[src/rtl/lc3_mem_pkg.sv]
// Shared encodings for the LC-3 memory access sequencer: opcodes, FSM states
// and MarMux select values.
package lc3_mem_pkg;

  typedef enum logic [1:0] {
    OP_LD  = 2'b00,
    OP_ST  = 2'b01,
    OP_LDI = 2'b10,
    OP_STI = 2'b11
  } op_e;

  typedef enum logic [1:0] {
    S_IDLE = 2'b00,
    S_ACC1 = 2'b01,
    S_ACC2 = 2'b10,
    S_RESP = 2'b11
  } state_e;

  localparam logic MARMUX_IMM  = 1'b0;
  localparam logic MARMUX_ADDR = 1'b1;

  // Indirect ops go through a pointer fetch before the data access.
  function automatic logic is_indirect(input op_e op);
    return op[1];
  endfunction

  function automatic logic is_load(input op_e op);
    return ~op[0];
  endfunction

endpackage

[src/rtl/lc3_mem_timer.sv]
// Per-access wait counter; o_expired flags the last cycle a stalled access may wait.
module lc3_mem_timer
  import lc3_mem_pkg::*;
#(
  parameter int TIMEOUT_CYCLES = 16
) (
  input  logic i_clk,
  input  logic i_rst,
  input  logic i_clr,
  input  logic i_en,
  output logic o_expired
);

  localparam int CW = $clog2(TIMEOUT_CYCLES) + 1;

  logic [CW-1:0] r_count;

  // NOTE: sequential state uses non-blocking assignment so every register
  // samples pre-edge values regardless of process evaluation order.
  always_ff @(posedge i_clk) begin
    if (i_rst || i_clr) begin
      r_count <= '0;
    end else if (i_en && !o_expired) begin
      r_count <= r_count + 1'b1;
    end
  end

  assign o_expired = (r_count == CW'(TIMEOUT_CYCLES - 1));

endmodule

[src/rtl/lc3_mem_seq.sv]
// LC-3 memory access sequencer: runs LD/ST/LDI/STI through MAR/MDR with a
// bounded wait on each memory access and a single-cycle response pulse.
module lc3_mem_seq
  import lc3_mem_pkg::*;
#(
  parameter int TIMEOUT_CYCLES = 16
) (
  input  logic        i_clk,
  input  logic        i_rst,
  input  logic        i_req_valid,
  output logic        o_req_ready,
  input  logic [1:0]  i_req_op,
  input  logic        i_req_src,
  input  logic [15:0] i_req_wdata,
  output logic        o_marmux_sel,
  input  logic [15:0] i_marmux_out,
  output logic        o_mem_en,
  output logic        o_mem_we,
  output logic [15:0] o_mem_addr,
  output logic [15:0] o_mem_wdata,
  input  logic [15:0] i_mem_rdata,
  input  logic        i_mem_ready,
  output logic        o_rsp_valid,
  output logic [15:0] o_rsp_data,
  output logic        o_rsp_err,
  output logic        o_busy
);

  state_e      r_state, w_next;
  op_e         r_op;
  logic [15:0] r_mar, r_mdr;
  logic        r_err;
  logic        w_accept, w_in_acc, w_tmr_clr, w_tmr_en, w_expired;

  assign w_accept = (r_state == S_IDLE) && i_req_valid;
  assign w_in_acc = (r_state == S_ACC1) || (r_state == S_ACC2);

  // NOTE: every signal gets a default before the case so no path leaves it
  // unassigned, which would otherwise infer a latch.
  always_comb begin
    w_next = r_state;
    case (r_state)
      S_IDLE: if (i_req_valid) w_next = S_ACC1;
      S_ACC1: begin
        if (i_mem_ready)    w_next = is_indirect(r_op) ? S_ACC2 : S_RESP;
        else if (w_expired) w_next = S_RESP;
      end
      S_ACC2: if (i_mem_ready || w_expired) w_next = S_RESP;
      S_RESP: w_next = S_IDLE;
      default: w_next = S_IDLE;
    endcase
  end

  // Any state change restarts the count, so each access gets a fresh budget.
  assign w_tmr_clr = (w_next != r_state);
  assign w_tmr_en  = w_in_acc && !i_mem_ready;

  lc3_mem_timer #(
    .TIMEOUT_CYCLES(TIMEOUT_CYCLES)
  ) u_timer (
    .i_clk    (i_clk),
    .i_rst    (i_rst),
    .i_clr    (w_tmr_clr),
    .i_en     (w_tmr_en),
    .o_expired(w_expired)
  );

  always_ff @(posedge i_clk) begin
    if (i_rst) begin
      r_state <= S_IDLE;
      r_op    <= OP_LD;
      r_mar   <= '0;
      r_mdr   <= '0;
      r_err   <= 1'b0;
    end else begin
      r_state <= w_next;
      case (r_state)
        S_IDLE: begin
          if (w_accept) begin
            r_mar <= i_marmux_out;
            r_mdr <= i_req_wdata;
            r_op  <= op_e'(i_req_op);
            r_err <= 1'b0;
          end
        end
        S_ACC1: begin
          if (i_mem_ready) begin
            if (r_op == OP_LD)      r_mdr <= i_mem_rdata;
            if (is_indirect(r_op))  r_mar <= i_mem_rdata;
          end else if (w_expired) begin
            r_err <= 1'b1;
          end
        end
        S_ACC2: begin
          if (i_mem_ready) begin
            if (r_op == OP_LDI) r_mdr <= i_mem_rdata;
          end else if (w_expired) begin
            r_err <= 1'b1;
          end
        end
        default: ;
      endcase
    end
  end

  assign o_req_ready  = (r_state == S_IDLE);
  assign o_busy       = (r_state != S_IDLE);
  assign o_marmux_sel = (r_state == S_IDLE) ? i_req_src : MARMUX_IMM;
  assign o_mem_en     = w_in_acc;
  assign o_mem_we     = ((r_state == S_ACC1) && (r_op == OP_ST)) ||
                        ((r_state == S_ACC2) && (r_op == OP_STI));
  assign o_mem_addr   = r_mar;
  assign o_mem_wdata  = r_mdr;
  assign o_rsp_valid  = (r_state == S_RESP);
  assign o_rsp_err    = (r_state == S_RESP) && r_err;
  assign o_rsp_data   = ((r_state == S_RESP) && !r_err && is_load(r_op)) ? r_mdr : 16'h0000;

endmodule
[config.mk]
export PLATFORM = sky130hd
export DESIGN_NAME = lc3_mem_seq
export DESIGN_NICKNAME = d
export VERILOG_FILES = /design/src/rtl/lc3_mem_pkg.sv /design/src/rtl/lc3_mem_timer.sv /design/src/rtl/lc3_mem_seq.sv
export SDC_FILE = /design/constraint.sdc
export NUM_CORES = 1
export LEC_CHECK = 0
export ABC_AREA = 1
export ABC_CLOCK_PERIOD_IN_PS = 2600
export CORE_ASPECT_RATIO = 0.9
export CORE_UTILIZATION = 40
export CTS_BUF_LIST = sky130_fd_sc_hd__clkbuf_16
export CTS_CLUSTER_SIZE = 30
export DETAILED_ROUTE_END_ITERATION = 10
export GPL_TIMING_DRIVEN = 0
export HOLD_SLACK_MARGIN = 0.03
export PLACE_DENSITY = 0.79
export SYNTH_ARGS = -nofsm -noshare
export SYNTH_HDL_FRONTEND = slang
export SYNTH_SLANG_ARGS = --single-unit
[constraint.sdc]
create_clock -name i_clk -period 2.6 [get_ports i_clk]
set_input_delay 0.26 -clock i_clk [delete_from_list [all_inputs] [get_ports i_clk]]
set_output_delay 0.26 -clock i_clk [all_outputs]
set_load 0.005 [all_outputs]
==> impl_metrics.yaml, run 1 <==
sta:
  fin_crit_ps: 2320
  skew_ps: 8.13
  finalSetupViolations: 0
  max_freq_ghz: 0.432
  rsz0062_at_grt: "no"
  drv_slew: 0
  fin_tns_setup_ps: 0
  hold_viol: 0
  tightest_slew_ps: 414
  maxSlewHeadroom_pct: 72.4
  fin_crit_sh_pct: 89.1
clock_network:
  clock-root-buffer: "clkbuf_16"
  cts_max_level: 2
  post_cts_resized: 0
  insertion_delay_ps: 280
  cts_hold_buf: 0
  cts.sinks: 42
  cts.path.max_buffers: 2
  cts_tree: "yes"
  post_cts_buffers: 0
  cts_buffers: 5
  clkSlewWorstSetupHoldPaths_ps: 60
drt:
  via_per_inst: 4.86
  drtPass1Iterations: 4
  wl_per_cell_microns: 12.7
  drcViolationCount: 0
  drtIter0Drc: 140
  drt_wl_total_mm: 6.67
  ant_nets: 0
  routed-via-count: 2549
place:
  portBuffers: 109
  place.gp.congestion: 0.864
  hpwl_mm: 5.29
  post_dp_cell_area_sq_um: 3430
die:
  coreArea_sq_um: 5350
  dieArea_sq_um: 5930
  die_y_microns: 73.2
  initial_utilization_pct: 42.1
  std_cell_rows: 25
  ios: 110
  die_w_microns: 81.1
setup_path:
  cp_data_arrival_time_ps: 2060
  crit_required_ps: 2340
  critPathLaunchType: "flop"
  endpoint_kind: "primary output"
  crit_type: "flop to primary output"
  cp_max_fo: 10
grt:
  grt_max_degree: 14
  grt_pass1_wl_mm: 11.0
  antenna_found_initial: 0
  grt_pass1_vias: 2422
  grt-ovfl-total: 0
  grt_use_total_pct: 24.2
final_layout:
  finalNetCount: 517
  final_common_cell: "clkdlybuf4s50_1"
  fill_cells: 507
  layout_common_cells: "clkdlybuf4s50_1 (109), nand2_1 (102), nor2_1 (45)"
  ff_latch_area_sq_um: 841
  fin_area_sq_um: 3570
  drive_above_1_share_pct: 8.10
  area_delta_synth_final_pct: 58.5
  diodes: 0
  multiInputGateArea_sq_um: 1180
synthesis:
  synthesis.area_sq_um: 2250
  syn_inst: 340
  syn-num-nets: 401
  synth_cell_types: 28
  synth.avg_cell_area_sq_um: 6.62
  ys_warn_count: 0
  ys_seq_area_share_pct: 37.4
  synth-seq-cells: 42
status:
  outcome: "finished, final reports clean"
min_path:
  worst_hold_path_type: "flop to flop"
pwr:
  leakagePower_uw: 0.00149
  ir_drop_v: 0.000326
  power-per-cell-area_nw_per_um2: 675
job:
  drv_cap: 0
[worst max-delay path, stage by stage, from the launching register on]
cell and delay [ps]:
dfxtp_1 420, ha_1 240, nand2_1 180, clkbuf_1 260
nor2_1 140, clkdlybuf4s50_1 530
[cells in the mapped netlist]
cell type  instances  share of area [%]
buf_1              1               0.17
dfxtp_1           42                 37
nor2_1            45                7.5
o21ai_1           25                5.6
a21oi_1            5                1.1
xnor2_1            1               0.39
nand3_1            8                1.8
nor2_4             2                1.0
inv_6              1               0.39
inv_2              5               0.83
ha_1               6                3.3
clkbuf_1           7                1.2
buf_6              1               0.50
nand2_1          102                 17
nand2_4            1               0.50
a31oi_1           17                4.7
o22ai_2            1               0.56
buf_2              2               0.44
o21ai_0           12                2.7
nor3_1             6                1.3
xor2_1             2               0.78
a21oi_2            1               0.39
inv_1             30                5.0
nand4_1            1               0.28
buf_4              3                1.0
nor2_2            11                3.1
nand2_2            1               0.28
buf_12             1               0.89
[registers in the layout (all words and copies together) (netlist names)]
signal and flops:
o_mem_addr 16, r_state 2, r_op 2, u_timer.r_count 5, o_mem_wdata 16, r_err 1
[path summary, 6_finish.rpt]
check	cells past startpoint	slack (ps)	endpoint	startpoint
hold reg to reg	2	510	o_mem_wdata[3]	o_mem_wdata[3]
setup / recovery	5	280	o_rsp_data[7]	r_state[0]
hold / removal	2	510	o_mem_wdata[3]	o_mem_wdata[3]
setup reg to reg	11	660	o_mem_wdata[9]	r_state[0]
[power breakdown]
group | switching (uW) | internal (uW) | total, uW
Combinational | 469 | 488 | 957
Sequential | 86.7 | 767 | 854
Clock | 248 | 350 | 598
Total | 804 | 1600 | 2410
[area by class of cell]
type,instances,area share (%)
tap,67,2.35
inverter,36,3.93
clock inverter,3,0.456
buffer,15,2.63
multi-input combinational,247,33.0
clock buffer,5,3.51
timing repair buffer,109,30.6
sequential,42,23.6
[metrics by stage]
stage / instances / power (uW) / worst slack, ps / util (%) / hold slack (ps)
3_3_place_gp: 516 / 1800 / 612 / 64.0 / 492
6_report: 524 / 2410 / 284 / 66.7 / 506
4_1_cts: 524 / 2420 / 267 / 66.7 / 512
2_1_floorplan: 340 / 1370 / 978 / - / 329
3_5_place_dp: 516 / 1820 / 571 / 64.0 / 503
5_1_grt: 524 / 2580 / 136 / 66.7 / 531
[metal layers]
metal  share of wire (%)  GRT usage [%]  up-vias  routed length, microns
li1                    -              -     1314                       -
met4                 1.7           7.34        0                     114
met3                 6.3           4.63        9                     418
met5                   0              0        -                       0
met1                  45           31.8     1121                    2990
met2                  47           39.9      105                    3140
[cell families after synthesis]
group,Yosys count,share of synthesized area (%)
simple gates,177,32.7
buf+inv,51,10.4
fa+ha+maj,6,3.34
xor+xnor,3,1.17
flops,42,37.4
compound gates,61,15.0
(Power assumes the default switching activity.)
==> run 2, diff against run 1 <==
--- a/config.mk
+++ b/config.mk
@@ -16,4 +16,5 @@
 export HOLD_SLACK_MARGIN = 0.03
 export PLACE_DENSITY = 0.79
+export SETUP_SLACK_MARGIN = 0.1
 export SYNTH_ARGS = -nofsm -noshare
 export SYNTH_HDL_FRONTEND = slang
==> constraint.sdc (replaced) <==
create_clock -name i_clk -period 2.6 [get_ports i_clk]
set_input_delay 0.52 -clock i_clk [delete_from_list [all_inputs] [get_ports i_clk]]
set_output_delay 0.52 -clock i_clk [all_outputs]
set_load 0.005 [all_outputs]
==> run 2 against run 1 <==
Against the previous run: global-route usage is the same; critical path type unchanged; power increased by 0.23%; critical path depth increased by 1; critical endpoint is now o_mem_we.
==> impl_metrics.yaml, run 2 (synthesized netlist as in run 1, its figures left out) <==
clock_network:
  cts.sinks: 42
  cts.path.max_buffers: 2
  cts_max_level: 2
  clkSlewWorstSetupHoldPaths_ps: 60
  cts_buffers: 5
  cts_tree: "yes"
  clock-root-buffer: "clkbuf_16"
  insertion_delay_ps: 290
die:
  ios: 110
  die_y_microns: 73.2
  std_cell_rows: 25
  initial_utilization_pct: 42.1
  coreArea_sq_um: 5350
  dieArea_sq_um: 5930
  die_w_microns: 81.1
grt:
  grt_pass1_wl_mm: 11.0
  antenna_found_initial: 0
  grt-ovfl-total: 0
  grt_use_total_pct: 24.2
  grt_pass1_vias: 2422
  grt_max_degree: 14
pwr:
  leakagePower_uw: 0.00149
  power-per-cell-area_nw_per_um2: 674
  ir_drop_v: 0.000326
  design_power_total_uw: 2410
final_layout:
  finalNetCount: 517
  fin_cells: 524
  final_common_cell: "clkdlybuf4s50_1"
  diodes: 0
  layout_common_cells: "clkdlybuf4s50_1 (109), nand2_1 (101), nor2_1 (45)"
  final_util_pct: 67.0
  drive_above_1_share_pct: 9.63
  area_delta_synth_final_pct: 59.2
sta:
  fin_crit_ps: 2360
  maxSlewHeadroom_pct: 72.7
  fin_crit_sh_pct: 90.8
  tightest_slew_ps: 410
  hold_viol: 0
  drv_slew: 0
  skew_ps: 8.32
  fin_tns_setup_ps: 0
  rsz0062_at_grt: "no"
  finalSetupViolations: 0
  max_freq_ghz: 0.423
drt:
  drcViolationCount: 0
  ant_nets: 0
  drt_wl_total_mm: 6.74
  drtIter0Drc: 136
  drtPass1Iterations: 4
  via_per_inst: 4.86
  routed-via-count: 2546
  wl_per_cell_microns: 12.9
place:
  portBuffers: 109
  hpwl_mm: 5.29
  place.gp.congestion: 0.864
  dp_cells: 516
setup_path:
  crit_type: "flop to primary output"
  cp_slowest_cell: "clkdlybuf4s50_1"
  path_cells: "inv_2 -> ha_2 -> buf_4 -> nand2_1 -> a21oi_1 -> clkdlybuf4s50_1"
  max_stage_delay_ps: 520
  endpoint_kind: "primary output"
  critPathLaunchType: "flop"
  cp_data_arrival_time_ps: 1840
  cp_max_fo: 10
  crit_required_ps: 2080
status:
  outcome: "finished, final reports clean"
min_path:
  worst_hold_path_type: "flop to flop"
job:
  drv_cap: 0
==> run 2: per-stage QoR <==
stage	setup slack, ps	hold WS [ps]	area, sq um
finish	238	505	3580
global route	124	531	3580
CTS	114	512	3580
detailed placement	311	503	3430
global placement	352	492	3430
floorplan	978	482	2250
==> run 2: area by class of cell <==
cell class / instances / area (sq um)
fill: 500 / 1770
multi-input combinational: 247 / 1180
timing repair buffer: 109 / 1090
sequential: 42 / 843
inverter: 36 / 140
clock buffer: 5 / 125
buffer: 15 / 100
tap: 67 / 83.8
clock inverter: 3 / 16.3
==> run 2: critical path: cells and delay by family (launching register included) <==
family | cells | cell delay [ps]
adder cells (fa/ha/maj) | 1 | 220
flip-flops | 1 | 350
buffers and inverters | 3 | 780
AO/OA/AOI/OAI | 1 | 130
AND/OR/NAND/NOR | 1 | 80
==> run 2: where the power goes <==
part | internal, uW | leakage, uW | switching (uW)
logic | 491 | 0.00108 | 470
registers | 768 | 0.000347 | 87.4
clock network | 350 | 0.0000672 | 248
==> run 2: metal layers <==
metal	track usage (%)	up-vias	part of all wire [%]
met5	0	-	0
met4	7.34	0	1.6
met3	4.63	9	6.5
met2	39.9	99	47
met1	31.8	1123	45
li1	-	1315	-
==> run 2: worst paths after layout <==
kind,from,to,slack (ps),cells past startpoint
setup / recovery,r_state[1],o_mem_we,240,6
hold / removal,o_mem_wdata[3],o_mem_wdata[3],510,2
setup reg to reg,r_state[0],o_mem_wdata[9],730,11
hold reg to reg,o_mem_wdata[3],o_mem_wdata[3],510,2
==> run 2: repair_timing <==
action                     4_1_cts  5_1_grt
buffers inserted                 0        0
resized for setup                4        5
hold buffers                     0        0
hold endpoints to repair         0        0
setup endpoints to repair       11       11
